<file path="config.mk">
export PLATFORM = sky130hd
export DESIGN_NAME = shift_cmd_queue
export DESIGN_NICKNAME = d
export VERILOG_FILES = /design/src/rtl/shift_cmd_queue.sv
export SDC_FILE = /design/constraint.sdc
export NUM_CORES = 1
export LEC_CHECK = 0
export CAP_MARGIN = 30
export CORE_ASPECT_RATIO = 0.5
export CORE_MARGIN = 3
export CORE_UTILIZATION = 30
export DETAILED_ROUTE_END_ITERATION = 8
export DONT_BUFFER_PORTS = 1
export GPL_TIMING_DRIVEN = 0
export PLACE_DENSITY_LB_ADDON = 0.05
export SETUP_SLACK_MARGIN = 0.2
export SLEW_MARGIN = 20
export SYNTH_ARGS = -nofsm -noshare
export SYNTH_HDL_FRONTEND = slang
export SYNTH_SLANG_ARGS = --single-unit
</file>
<file path="constraint.sdc">
create_clock -name clk -period 3.5 [get_ports clk]
set_clock_uncertainty 0.2 [all_clocks]
set_input_delay 0.525 -clock clk [delete_from_list [all_inputs] [get_ports clk]]
set_output_delay 0.525 -clock clk [all_outputs]
set_load 0.01 [all_outputs]
</file>
<file path="src/rtl/shift_cmd_queue.sv">
// shift_cmd_queue: valid/ready command FIFO that paces (data, shift) pairs
// into the barrel shifter, presenting each one for HOLD_CYC clock cycles.
// Optional build macro SHIFT_CMD_WRAP_EN: reduce the issued shift amount
// modulo DATA_W; without it the raw shift amount is passed through.
module shift_cmd_queue #(
  parameter int unsigned DATA_W   = 8,
  parameter int unsigned SH_W     = 4,
  parameter int unsigned DEPTH    = 4,
  parameter int unsigned HOLD_CYC = 2
) (
  input  logic                     clk,
  input  logic                     rst,
  input  logic                     in_valid,
  output logic                     in_ready,
  input  logic [DATA_W-1:0]        in_data,
  input  logic [SH_W-1:0]          in_shift,
  output logic [DATA_W-1:0]        x,
  output logic [SH_W-1:0]          shift_n,
  output logic                     issue,
  output logic                     busy,
  output logic [$clog2(DEPTH):0]   level
);

  localparam int unsigned AW = $clog2(DEPTH);
  localparam int unsigned PW = AW + 1;
  localparam int unsigned CW = 8;

  typedef enum logic {
    S_IDLE = 1'b0,
    S_HOLD = 1'b1
  } state_t;

  state_t              r_state;
  logic [DATA_W-1:0]   r_mem_data  [DEPTH];
  logic [SH_W-1:0]     r_mem_shift [DEPTH];
  logic [PW-1:0]       r_wr_ptr;
  logic [PW-1:0]       r_rd_ptr;
  logic [PW-1:0]       r_level;
  logic [CW-1:0]       r_hold_cnt;
  logic [DATA_W-1:0]   r_x;
  logic [SH_W-1:0]     r_shift_n;
  logic                r_issue;
  logic                r_busy;

  logic                w_full;
  logic                w_push;
  logic                w_pop;
  logic [SH_W-1:0]     w_raw_shift;
  logic [SH_W-1:0]     w_head_shift;

  // Full when the wrap bits differ and the index bits match.
  assign w_full   = (r_wr_ptr[AW] != r_rd_ptr[AW]) &&
                    (r_wr_ptr[AW-1:0] == r_rd_ptr[AW-1:0]);
  assign in_ready = !w_full;
  assign w_push   = in_valid && !w_full;

  // A new command may go out from IDLE, or when the current hold window ends.
  assign w_pop = ((r_state == S_IDLE) || (r_hold_cnt == '0)) && (r_level != '0);

  assign w_raw_shift = r_mem_shift[r_rd_ptr[AW-1:0]];

`ifdef SHIFT_CMD_WRAP_EN
  assign w_head_shift = SH_W'(32'(w_raw_shift) % 32'(DATA_W));
`else
  assign w_head_shift = w_raw_shift;
`endif

  assign x       = r_x;
  assign shift_n = r_shift_n;
  assign issue   = r_issue;
  assign busy    = r_busy;
  assign level   = r_level;

  // Storage array; contents are don't-care until covered by the pointers.
  always_ff @(posedge clk) begin
    if (w_push) begin
      r_mem_data[r_wr_ptr[AW-1:0]]  <= in_data;
      r_mem_shift[r_wr_ptr[AW-1:0]] <= in_shift;
    end
  end

  // Read/write pointers and occupancy count.
  always_ff @(posedge clk or posedge rst) begin
    if (rst) begin
      r_wr_ptr <= '0;
      r_rd_ptr <= '0;
      r_level  <= '0;
    end else begin
      if (w_push) r_wr_ptr <= r_wr_ptr + PW'(1);
      if (w_pop)  r_rd_ptr <= r_rd_ptr + PW'(1);
      case ({w_push, w_pop})
        2'b10:   r_level <= r_level + PW'(1);
        2'b01:   r_level <= r_level - PW'(1);
        default: r_level <= r_level;
      endcase
    end
  end

  // Issue/hold sequencer with registered shifter-facing outputs.
  always_ff @(posedge clk or posedge rst) begin
    if (rst) begin
      r_state    <= S_IDLE;
      r_hold_cnt <= '0;
      r_x        <= '0;
      r_shift_n  <= '0;
      r_issue    <= 1'b0;
      r_busy     <= 1'b0;
    end else begin
      r_issue <= 1'b0;
      if (w_pop) begin
        r_x        <= r_mem_data[r_rd_ptr[AW-1:0]];
        r_shift_n  <= w_head_shift;
        r_issue    <= 1'b1;
        r_busy     <= 1'b1;
        r_hold_cnt <= CW'(HOLD_CYC - 1);
        r_state    <= S_HOLD;
      end else if (r_state == S_HOLD) begin
        if (r_hold_cnt != '0) begin
          r_hold_cnt <= r_hold_cnt - CW'(1);
        end else begin
          r_busy  <= 1'b0;
          r_state <= S_IDLE;
        end
      end
    end
  end

endmodule
</file>
# Yosys cells after proc, flatten, opt, wreduce, memory -nomap -nowiden
# Memories as Yosys holds them, arrays and structs flattened. A register that Yosys moved wholly into a read port is not among the register bits.
# Index checks and enable logic that the tools add are counted.
totals:
  reg_bits: 20
  mem_bits_rw: 48
  input_bits: 15
  n_memories: 2
mem_list:
  columns: ["memory", "words", "word_bits", "read_ports", "rd_clocked_by_memory_dff", "wr", "line", "rtl"]
  rows:
  - ["r_mem_data", 4, 8, 1, 1, 1, "34", "logic [DATA_W-1:0] r_mem_data [DEPTH];"]
  - ["r_mem_shift", 4, 4, 1, 1, 1, "35", "logic [SH_W-1:0] r_mem_shift [DEPTH];"]
classes:
  addsub: 5
  n_eq_ne: 5
  mux: 13
  bitwise_logic: 1
  reduce_logical: 13
op_table:
  columns: ["cell", "n"]
  rows:
  - ["$mux 8", 3]
  - ["$add 3x1->3 const B", 3]
  - ["$mux 1", 9]
  - ["$logic_not 8->1", 1]
  - ["$reduce_bool 8->1", 1]
  - ["$sub 8x1->8 const B", 1]
  - ["$pmux 3 s2", 1]
  - ["$reduce_bool 2->1", 3]
  - ["$reduce_and 2->1", 2]
  - ["$logic_and 1x1->1", 3]
  - ["$reduce_bool 3->1", 1]
  - ["$sub 3x1->3 const B", 1]
  - ["$eq 2x1->1 const B", 1]
  - ["$eq 2x2->1", 1]
  - ["$eq 2x2->1 const B", 1]
  - ["$ne 2x2->1 const B", 1]
  - ["$logic_not 1->1", 1]
  - ["$logic_or 1x1->1", 1]
  - ["$ne 1x1->1", 1]
  - ["$not 1->1", 1]

# Depth between registers and ports, before layout
# Gate-level depths: netlist of run 1.
depth:
  depth_word: 6
  ltp_mapped: 12

# Worst setup path before layout of run 1
# No wires, ideal clock.
synth_path:
  path_type: "register -> register"
  startpoint: "reg r_hold_cnt[5]"
  endpoint: "reg r_level[2] (netlist: level[2])"
  setup_time_ns: 0.079
  arrival_time_ns: 2.210
  required_time_ns: 3.221
  setup_slack_ns: 1.010
  path_stages_with_launch: 12
  synth_period_minus_slack_ns: 2.490
  path_cell_list: "dfrtp_1 nor4_4 a31o_4 nand2_4 buf_6 inv_1 ha_1 inv_1 fa_1 xor2_1 nor2_1 xor2_1"
synth_between:
  elab_chain_cells: 5
  word_cells_on_any_way: 7
  cone_classes: "2 x eq/ne; 1 x mux; 4 x reduce/logical"
synth_rtl:
  columns: ["item", "line", "rtl"]
  rows:
  - ["start, declared", "39", "logic [CW-1:0] r_hold_cnt;"]
  - ["start signal, assigned", "115", "r_hold_cnt <= CW'(HOLD_CYC - 1);"]
  - ["start signal, assigned", "119", "r_hold_cnt <= r_hold_cnt - CW'(1);"]
  - ["$logic_not 8->1 (*)", "58", "assign w_pop = ((r_state == S_IDLE) || (r_hold_cnt == '0)) && (r_level != '0);"]
  - ["$logic_or 1x1->1 (*)", "58", null]
  - ["$logic_and 1x1->1 (*)", "58", null]
  - ["net w_pop", "47", "logic w_pop;"]
  - ["$eq 2x1->1 / $eq 2x2->1 (equally long branches)", "91", "case ({w_push, w_pop})"]
  - ["$pmux 3 s2 / $reduce_bool 2->1 (equally long branches)", null, null]
  - ["end signal, assigned", "92", "2'b10: r_level <= r_level + PW'(1);"]
  - ["end signal, assigned", "93", "2'b01: r_level <= r_level - PW'(1);"]
  - ["end signal, assigned", "94", "default: r_level <= r_level;"]
  - ["end, declared", "38", "logic [PW-1:0] r_level;"]
# Mark *: on every way through the listed nets, which the timed path passes. The rest lies on a longest branch.
# A chain may end at the register's enable or synchronous reset.

# Worst setup path after layout of run 1
# Ends and elaborated chain as after synthesis.

==> results.yml, run 1 <==
worst_setup_path:
  critical_path_buf_inv_count: 3
  slowest_delay_ns: 0.44
  cp-startpoint: "r_hold_cnt[5]"
  worstPathMaxFanout: 10
  endpoint_kind: "flip-flop"
  r2r_setup_slack_ns: 0.78
  worstPathArrival_ns: 2.78
  worstPathRequired_ns: 3.56
  reg2reg_to: "level[2]"
  crit_slowest_cell: "dfrtp_1"
  crit_path_start_kind: "flip-flop"
  crit_chain: "nor4_4 -> a31o_4 -> nand2_4 -> buf_6 -> inv_1 -> ha_1 -> inv_1 -> fa_1 -> xor2_1 -> nor2_1 -> xor2_1"
  criticalPathCategory: "flip-flop to flip-flop"
  cp_top_family: "simple AND/OR/NAND/NOR gates"
  timing.rr.start: "r_hold_cnt[5]"
  rr_worst_depth: 11
floorplanning:
  core_um2: 10500
  die_y_um: 80.2
  die_area_um2: 12400
  start_util_pct: 31.6
  fp-row-count: 26
  io_pins: 33
  die_w_um: 154
global_route:
  grt_pass1_wl_um: 9850
  grt_use_total_pct: 11.1
  grt_max_degree: 28
  grt_antenna_before_repair: 0
  grt_overflow: 0
  grt_pass1_vias: 1645
clocking:
  cts.sinks: 80
  clockBufferDepth: 2
  cts_setup_buffers: 0
  h-tree-depth: 3
  insertion_delay_ns: 0.34
  cts_tree: "built"
  clk_root_buffer_cell: "clkbuf_16"
  numCtsBuffers: 9
  clk_pin_slew_ns: 0.06
route:
  wl_per_cell_um: 17.5
  ant_nets: 0
  first_iter_violations: 73
  drc: 0
  dr.pass1.iters: 4
  wl_um: 6170
  num_vias: 1597
  via_per_inst: 4.52
layout:
  final_util_pct: 36.4
  stdcell_area_um2: 3810
  antennaDiodeCount: 0
  num-nets-final: 232
  syn_to_final_growth_pct: 15.3
  drive_above_1_share_pct: 23.9
yosys:
  syn_area_per_cell_um2: 17.0
  syn-cell-area_um2: 3310
  yosysWarningCount: 0
  synthCells: 194
  ys_ff_latch: 80
  synth_cell_type_count: 30
  synth_fp_nets: 218
  seq_area_frac_synth_pct: 67.8
pwr:
  p_sw_share_pct: 31.3
  p_leak_nw: 1.46
  power_switching_mw: 1.04
  p_int_mw: 2.28
  seqPwrFrac_pct: 47.1
  clockPowerShare_pct: 27.9
  p_per_area_nw_per_um2: 873
  p_total_mw: 3.33
  ir_worst_vdd_mv: 0.224
  combPwrFrac_pct: 25.0
hold_path:
  worstHoldStart: "in_data[3]"
  whs_path_depth: 0
  worst_hold_path_type: "input pin to flip-flop"
  hold_path_end: "r_mem_data[0][3]"
timing:
  timing.setup.tns_ns: 0
  slew_viol_final: 0
  hold_viol_final: 0
  period_needed_ns: 2.72
  setup_viol: 0
  rsz0062_at_grt: "false"
  relSlewSlack_pct: 47.8
  fmax_ghz: 0.368
  period_share_pct: 77.7
  tightest_slew_ns: 0.783
placed_design:
  io_buffer_count: 0
  dpl.hpwl_um: 3910
  place_area_um2: 3500
  routabilityCongestion: 0.721
outcome:
  status: "completed"
flow_run:
  drv_cap: 0
-- Yosys cell counts --
master      n  area, um^2
nor2_1      5        18.8
nor4_4      1        21.3
nand2_4     1        11.3
edfxtp_1   48        1440
mux2_4      8         120
mux4_2     12         270
ha_1        8         100
and2_1      4        25.0
a31oi_1     1        6.26
o21ai_0     6        30.0
nand2_1     6        22.5
nor4_1      1        6.26
a31oi_2     1        12.5
inv_1      12        45.0
clkbuf_1    1        3.75
fa_1        1        20.0
a31o_4      1        17.5
xor2_1      5        43.8
dfrtp_1    32         801
a21oi_1     4        20.0
nand3_1     9        45.0
xnor2_1     6        52.6
mux2_2      5        56.3
buf_6       1        11.3
nor3_1      3        15.0
o211ai_1    1        7.51
mux2i_1     4        40.0
buf_2       4        20.0
a2bb2oi_1   1        8.76
or3_1       2        12.5
-- per-stage QoR --
| stage | hold slack (ns) | worst slack [ns] | instances |
|---|---|---|---|
| 6_report | 0.0776 | 0.781 | 353 |
| 5_1_grt | 0.0538 | 0.615 | 353 |
| 4_1_cts | 0.0632 | 0.755 | 352 |
| 3_5_place_dp | 0.118 | 0.777 | 335 |
| 3_3_place_gp | 0.265 | 0.800 | 334 |
| 2_1_floorplan | 0.243 | 1.01 | 194 |
-- cell families after synthesis --
logic type	count (synthesis)	share of synthesized area, %
xor gates and xnor gates	11	2.91
adders and majority gates	9	3.63
muxes	29	14.7
and+or+nand+nor	32	5.37
AOI/OAI and AO/OA	15	3.10
DFF	80	67.8
buffers and inverters	18	2.42
-- worst register-to-register path: stages, from the launching register on --
cell and delay [ns]:
dfrtp_1 0.44, nor4_4 0.39, a31o_4 0.22, nand2_4 0.09, buf_6 0.19, inv_1 0.09
ha_1 0.18, inv_1 0.06, fa_1 0.37, xor2_1 0.15, nor2_1 0.11, xor2_1 0.16
-- power by group through the flow --
stage / clock network (mW) / logic, mW / registers, mW
5_1_grt: 1.01 / 0.938 / 1.61
6_report: 0.929 / 0.830 / 1.57
2_1_floorplan: 0 / 0.683 / 1.53
4_1_cts: 0.959 / 0.860 / 1.58
3_3_place_gp: 0 / 0.846 / 1.59
3_5_place_dp: 0 / 0.857 / 1.59
-- cells in the final DEF (no fill, tap or decap), types with 2 or more instances in the layout --
| cell | netlist | routed |
|---|---|---|
| edfxtp_1 | 48 | 48 |
| dfrtp_1 | 32 | 32 |
| mux4_2 | 12 | 12 |
| inv_1 | 12 | 11 |
| nand3_1 | 9 | 9 |
| clkbuf_16 | 0 | 9 |
| mux2_4 | 8 | 8 |
| ha_1 | 8 | 8 |
| nand2_1 | 6 | 6 |
| o21ai_0 | 6 | 6 |
| xnor2_1 | 6 | 6 |
| nor2_1 | 5 | 5 |
| xor2_1 | 5 | 5 |
| mux2_2 | 5 | 5 |
| buf_2 | 4 | 4 |
| mux2i_1 | 4 | 4 |
| and2_1 | 4 | 4 |
| a21oi_1 | 4 | 4 |
| nor3_1 | 3 | 3 |
| or3_1 | 2 | 2 |
| clkinv_1 | 0 | 2 |
| inv_6 | 0 | 2 |
| clkinvlp_4 | 0 | 2 |
-- sequential cells by signal, indices dropped and copies added, names as in the netlist --
| name | flops |
|---|---|
| r_wr_ptr | 3 |
| r_state | 1 |
| x | 8 |
| issue | 1 |
| shift_n | 4 |
| r_hold_cnt | 8 |
| busy | 1 |
| r_mem_data | 32 |
| r_rd_ptr | 3 |
| r_mem_shift | 16 |
| level | 3 |
-- worst max-delay path by stage --
stage / slack, ns / endpoint / depth (start not counted)
3_3_place_gp: 0.80 / level[2] / 11
2_1_floorplan: 1.01 / level[2] / 11
6_report: 0.78 / level[2] / 11
5_1_grt: 0.62 / level[2] / 11
4_1_cts: 0.76 / level[2] / 11
3_5_place_dp: 0.78 / level[2] / 11
-- metal layers --
metal | wire (um) | part of all wire (%) | vias to the layer above | GRT usage, %
met4 | 64 | 1.0 | 0 | 3.96
li1 | - | - | 745 | -
met3 | 381 | 6.2 | 7 | 5.49
met2 | 2840 | 46 | 25 | 16.5
met5 | 0 | 0 | - | 0
met1 | 2880 | 47 | 820 | 14.0
-- layout make-up --
cell class	instances	area, um^2
inverters	12	45.0
clock inverters	7	70.1
multi-input cells	96	983
repair buffers	3	35.0
plain buffers	6	35.0
flip-flops and latches	80	2240
fillers	1007	6660
clock buffers	9	225
well taps	140	175
-- timing repair --
action                                 CTS  global route
resized for setup                        0             0
hold buffers                             1             0
endpoints found under the hold margin    5             0
Power figures use the tool's default switching activity.
==> run 2, diff against run 1 <==
==> constraint.sdc (replaced) <==
create_clock -name clk -period 2.58 [get_ports clk]
set_clock_uncertainty 0.2 [all_clocks]
set_input_delay 0.387 -clock clk [delete_from_list [all_inputs] [get_ports clk]]
set_output_delay 0.387 -clock clk [all_outputs]
set_load 0.01 [all_outputs]
==> results.yml, run 2 (synthesis results as in run 1) <==
layout:
  final_util_pct: 38.3
  most-common-layout-cells: "48 x edfxtp_1, 30 x dfrtp_1, 13 x dlygate4sd3_1"
  fin_cells: 371
  n_fill_cell: 984
  layout_commonest_cell: "edfxtp_1"
  num-nets-final: 250
  ff_latch_area_um2: 2240
  antennaDiodeCount: 0
  syn_to_final_growth_pct: 21.5
  multi_input_comb_area_um2: 1030
  largest_reg_flops: 32
  drive_above_1_share_pct: 29.0
timing:
  setup_viol: 0
  rsz0062_at_grt: "true"
  period_share_pct: 93.4
  hold_viol_final: 0
  slew_viol_final: 0
  period_needed_ns: 2.41
  holdWs_ns: 0.141
  tightest_slew_ns: 0.760
  relSlewSlack_pct: 49.4
  timing.setup.tns_ns: 0
  fmax_ghz: 0.415
floorplanning:
  core_um2: 10500
  start_util_pct: 31.6
  die_w_um: 154
  die_y_um: 80.2
  die_area_um2: 12400
  io_pins: 33
  fp-row-count: 26
hold_path:
  hold_path_end: "r_wr_ptr[0]"
  worst_hold_path_type: "input pin to flip-flop"
  worstHoldStart: "in_valid"
  whs_path_depth: 3
route:
  num_vias: 1690
  drc: 0
  ant_nets: 0
  via_per_inst: 4.56
  first_iter_violations: 58
  dr.pass1.iters: 4
  wl_per_cell_um: 17.0
  wl_um: 6300
pwr:
  ir_worst_vdd_mv: 0.289
  p_per_area_nw_per_um2: 1150
  p_leak_nw: 1.54
  p_total_mw: 4.61
global_route:
  grt_max_degree: 33
  grt_pass1_vias: 1730
  grt_use_total_pct: 11.2
  grt_pass1_wl_um: 9920
  grt_overflow: 0
  grt_antenna_before_repair: 0
clocking:
  cts.sinks: 80
  h-tree-depth: 3
  numCtsBuffers: 9
  clockBufferDepth: 2
  cts_tree: "built"
  insertion_delay_ns: 0.34
  clk_pin_slew_ns: 0.06
  clk_root_buffer_cell: "clkbuf_16"
worst_setup_path:
  reg2reg_to: "level[2]"
  worstPathArrival_ns: 2.47
  worstPathRequired_ns: 2.64
  endpoint_kind: "flip-flop"
  cp-startpoint: "r_hold_cnt[5]"
  rr_worst_depth: 11
  crit_path_start_kind: "flip-flop"
  worstPathMaxFanout: 4
  criticalPathCategory: "flip-flop to flip-flop"
  r2r_setup_slack_ns: 0.17
  timing.rr.start: "r_hold_cnt[5]"
placed_design:
  io_buffer_count: 0
  routabilityCongestion: 0.736
  dpl.hpwl_um: 3910
  place_inst: 334
outcome:
  status: "completed"
flow_run:
  drv_cap: 0
run 2: routing by layer:
metal  vias up  part of all wire [%]  GRT usage [%]
li1        783                     -              -
met1       864                    47           14.5
met3         9                   5.9           4.84
met5         -                     0              0
met4         0                   1.5           5.02
met2        34                    46           16.4
run 2: final cells by class:
cell class | count | share of cell area [%]
clock inverters | 4 | 0.748
repair buffers | 21 | 4.67
plain buffers | 6 | 1.15
flip-flops and latches | 80 | 55.9
multi-input cells | 96 | 25.6
clock buffers | 12 | 6.39
inverters | 12 | 1.18
well taps | 140 | 4.36
run 2: how the worst max path moves through the flow:
stage	cells after the start	to	slack, ns
4_1_cts	11	level[2]	0.16
6_report	11	level[2]	0.17
2_1_floorplan	11	level[2]	0.19
3_5_place_dp	11	level[2]	0.02
5_1_grt	11	level[2]	0.04
3_3_place_gp	11	level[2]	-0.01
run 2: timing repair:
action | CTS | global route
buffers inserted | 4 | 3
endpoints found under the setup margin | 28 | 14
gates resized for setup | 6 | 5
pin swaps | 4 | 3
hold endpoints to repair | 80 | 0
hold buffers | 13 | 0
run 2: stage by stage:
step / area [um^2] / setup slack, ns
final: 4020 / 0.171
after global routing: 4020 / 0.0402
after CTS: 3960 / 0.159
after detailed placement: 3500 / 0.0169
after global placement: 3500 / -0.00959
after floorplan: 3330 / 0.188
run 2: worst max-delay path, cell delays in order (launching register included):
cell and delay [ns]:
dfrtp_2 0.42, nor4_4 0.32, a31o_4 0.23, nand2_8 0.07
buf_12 0.13, inv_4 0.05, ha_4 0.12, inv_1 0.05
fa_2 0.33, xor2_1 0.15, nor2_1 0.12, xor2_1 0.15
run 2: report_power, final:
group / switching [mW] / internal (mW)
clock network: 0.502 / 0.706
registers: 0.336 / 1.79
logic: 0.633 / 0.640
==> run 3, diff against run 2 <==
--- a/config.mk
+++ b/config.mk
@@ -5,8 +5,8 @@
 export SDC_FILE = /design/constraint.sdc
 export NUM_CORES = 1
 export LEC_CHECK = 0
+export ABC_AREA = 1
 export CAP_MARGIN = 30
-export CORE_ASPECT_RATIO = 0.5
 export CORE_MARGIN = 3
 export CORE_UTILIZATION = 30
 export DETAILED_ROUTE_END_ITERATION = 8
==> results.yml, run 3 <==
yosys:
  synth_edf_count: 48
  yosysTopAreaCell: "edfxtp_1"
  synth_fp_nets: 325
  netlist.area_leader.share_pct: 42.5
  synthTopCellsByArea: "edfxtp_1 43%, dfrtp_1 24%, nand2_1 6.5%, o21ai_0 4.4%, nor2_1 3.8%"
  seq_area_frac_synth_pct: 66.1
  synthArstFlopShare_pct: 40.0
  synthCells: 301
  ys_ff_latch: 80
  syn-cell-area_um2: 3390
  synthTopCellsByCount: "59 x nand2_1, 48 x edfxtp_1, 34 x nor2_1"
  synth_most_common_cell: "nand2_1"
  syn_area_per_cell_um2: 11.3
  synthFlopType: "edfxtp_1"
  synth_cell_type_count: 25
  yosysWarningCount: 0
worst_setup_path:
  criticalPathCategory: "flip-flop to flip-flop"
  crit_chain: "inv_2 -> ha_4 -> nand3_4 -> nor2_4 -> nor2_4 -> nor2_4 -> buf_6 -> ha_4 -> inv_2 -> fa_2 -> a21oi_2 -> o21ai_1 -> xor2_1"
  crit_top_cell: "nor2_4"
  worstPathMaxFanout: 5
  worstPathArrival_ns: 2.36
  r2r_setup_slack_ns: 0.24
  endpoint_kind: "flip-flop"
  slowest_delay_ns: 0.38
  crit_path_start_kind: "flip-flop"
  worstPathRequired_ns: 2.60
  crit_slowest_cell: "dfrtp_1"
layout:
  largest_reg_flops: 32
  syn_to_final_growth_pct: 23.0
  antennaDiodeCount: 0
  n_fill_cell: 1108
  stdcell_area_um2: 4170
  drive_above_1_share_pct: 16.2
  layout_commonest_cell: "nand2_1"
  num-nets-final: 358
  ff_latch_area_um2: 2240
  most-common-layout-cells: "59 x nand2_1, 48 x edfxtp_1, 32 x dfrtp_1"
  multi_input_comb_area_um2: 1060
clocking:
  clk_root_buffer_cell: "clkbuf_16"
  h-tree-depth: 3
  cts_tree: "built"
  numCtsBuffers: 9
  clk_pin_slew_ns: 0.06
  insertion_delay_ns: 0.34
  cts.sinks: 80
  clockBufferDepth: 2
outcome:
  status: "completed"
route:
  wl_met1_um: 3670
  dr.pass1.iters: 4
  ant_nets: 0
  drc: 0
  wl_met3_um: 308
  via_per_inst: 4.47
  top_layer: "met4"
  num_vias: 2141
  wl_per_cell_um: 15.9
  route.met2.wl_um: 3560
  wl_um: 7630
  first_iter_violations: 93
pwr:
  p_total_mw: 5.10
  p_leak_nw: 1.68
  ir_worst_vdd_mv: 0.445
  p_per_area_nw_per_um2: 1220
floorplanning:
  core_um2: 10900
  die_area_um2: 12600
  fp-row-count: 38
  start_util_pct: 31.0
  io_pins: 33
  die_y_um: 112
  die_w_um: 112
timing:
  period_needed_ns: 2.34
  hold_viol_final: 0
  rsz0062_at_grt: "true"
  tightest_slew_ns: 0.800
  period_share_pct: 90.7
  relSlewSlack_pct: 46.6
  holdWs_ns: 0.0334
  slew_viol_final: 0
  fmax_ghz: 0.427
  setup_viol: 0
flow_run:
  drv_cap: 0
global_route:
  grt_use_total_pct: 13.1
  grt_max_degree: 33
  grt_pass1_vias: 2189
  grt_antenna_before_repair: 0
  grt_pass1_wl_um: 12400
  grt_overflow: 0
placed_design:
  routabilityCongestion: 0.726
  io_buffer_count: 0
  place_area_um2: 3580
  dpl.hpwl_um: 4880
hold_path:
  worst_hold_path_type: "input pin to flip-flop"
-- run 3: cell types whose count changed after synthesis, moves of 5 or more --
| cell | before | now |
|---|---|---|
| o21ai_0 | 6 | 30 |
| mux4_2 | 12 | 0 |
| nor2_1 | 5 | 34 |
| nand2_1 | 6 | 59 |
| mux2_2 | 5 | 0 |
| o22ai_1 | 0 | 13 |
| inv_1 | 12 | 25 |
| mux2_4 | 8 | 0 |
-- run 3: worst paths after layout --
path / from / endpoint / depth (start not counted)
max reg2reg: r_hold_cnt[1] / level[2] / 13
max: r_hold_cnt[1] / level[2] / 13
min in group asynchronous: rst / r_hold_cnt[6] / 2
min: in_valid / r_wr_ptr[1] / 3
max in group asynchronous: rst / level[0] / 2
min reg2reg: r_hold_cnt[7] / r_hold_cnt[7] / 2
-- run 3: critical path: cells and delay by family (launching register included) --
| family | cells | cell delay (ns) |
|---|---|---|
| adder cells (fa/ha/maj) | 3 | 0.63 |
| AND/OR/NAND/NOR | 4 | 0.40 |
| flip-flops | 1 | 0.38 |
| buffers and inverters | 3 | 0.27 |
| AO/OA/AOI/OAI | 2 | 0.19 |
| XOR/XNOR | 1 | 0.14 |
-- run 3: power breakdown --
| group | internal [mW] | switching [mW] | total, mW |
|---|---|---|---|
| Clock | 0.906 | 0.500 | 1.41 |
| Combinational | 0.594 | 1.01 | 1.60 |
| Sequential | 1.78 | 0.308 | 2.09 |
| Total | 3.29 | 1.81 | 5.10 |
-- run 3: final cells by class --
| class | instances | area share, % |
|---|---|---|
| sequential | 80 | 53.8 |
| multi-input combinational | 184 | 25.4 |
| clock buffer | 13 | 6.27 |
| timing repair buffer | 22 | 4.80 |
| tap | 140 | 4.20 |
| inverter | 27 | 2.43 |
| clock inverter | 3 | 1.56 |
| buffer | 10 | 1.53 |
-- run 3: repair_timing --
action	4_1_cts	5_1_grt
resized for setup	3	9
hold buffers	14	0
endpoints found under the setup margin	22	2
setup buffers	3	5
pin swaps	1	8
hold endpoints to repair	81	0
-- run 3: per-stage QoR --
step	util [%]	setup WS [ns]	instances	TNS (ns)
4_1_cts	37.4	0.203	474	0
5_1_grt	38.1	0.143	479	0
6_report	38.1	0.240	479	0
3_3_place_gp	32.6	-0.202	441	-6.50
3_5_place_dp	32.7	-0.0403	441	-0.0403
2_1_floorplan	-	0.222	301	0
-- run 3: cell families (layout without fill, tap and decap cells) --
family | after synthesis | count (layout) | share of synthesized area, %
AO/OA/AOI/OAI | 45 | 45 | 7.23
flip-flops | 80 | 80 | 66.1
buffers and inverters | 37 | 75 | 4.87
adder cells (fa/ha/maj) | 9 | 9 | 3.54
AND/OR/NAND/NOR | 120 | 120 | 15.6
XOR/XNOR | 10 | 10 | 2.58
-- run 3: routing by layer --
layer  up-vias  track usage, %
li1       1077               -
met1      1029            17.4
met2        28            19.7
met3         7            5.28
met4         0            4.33
met5         -               0
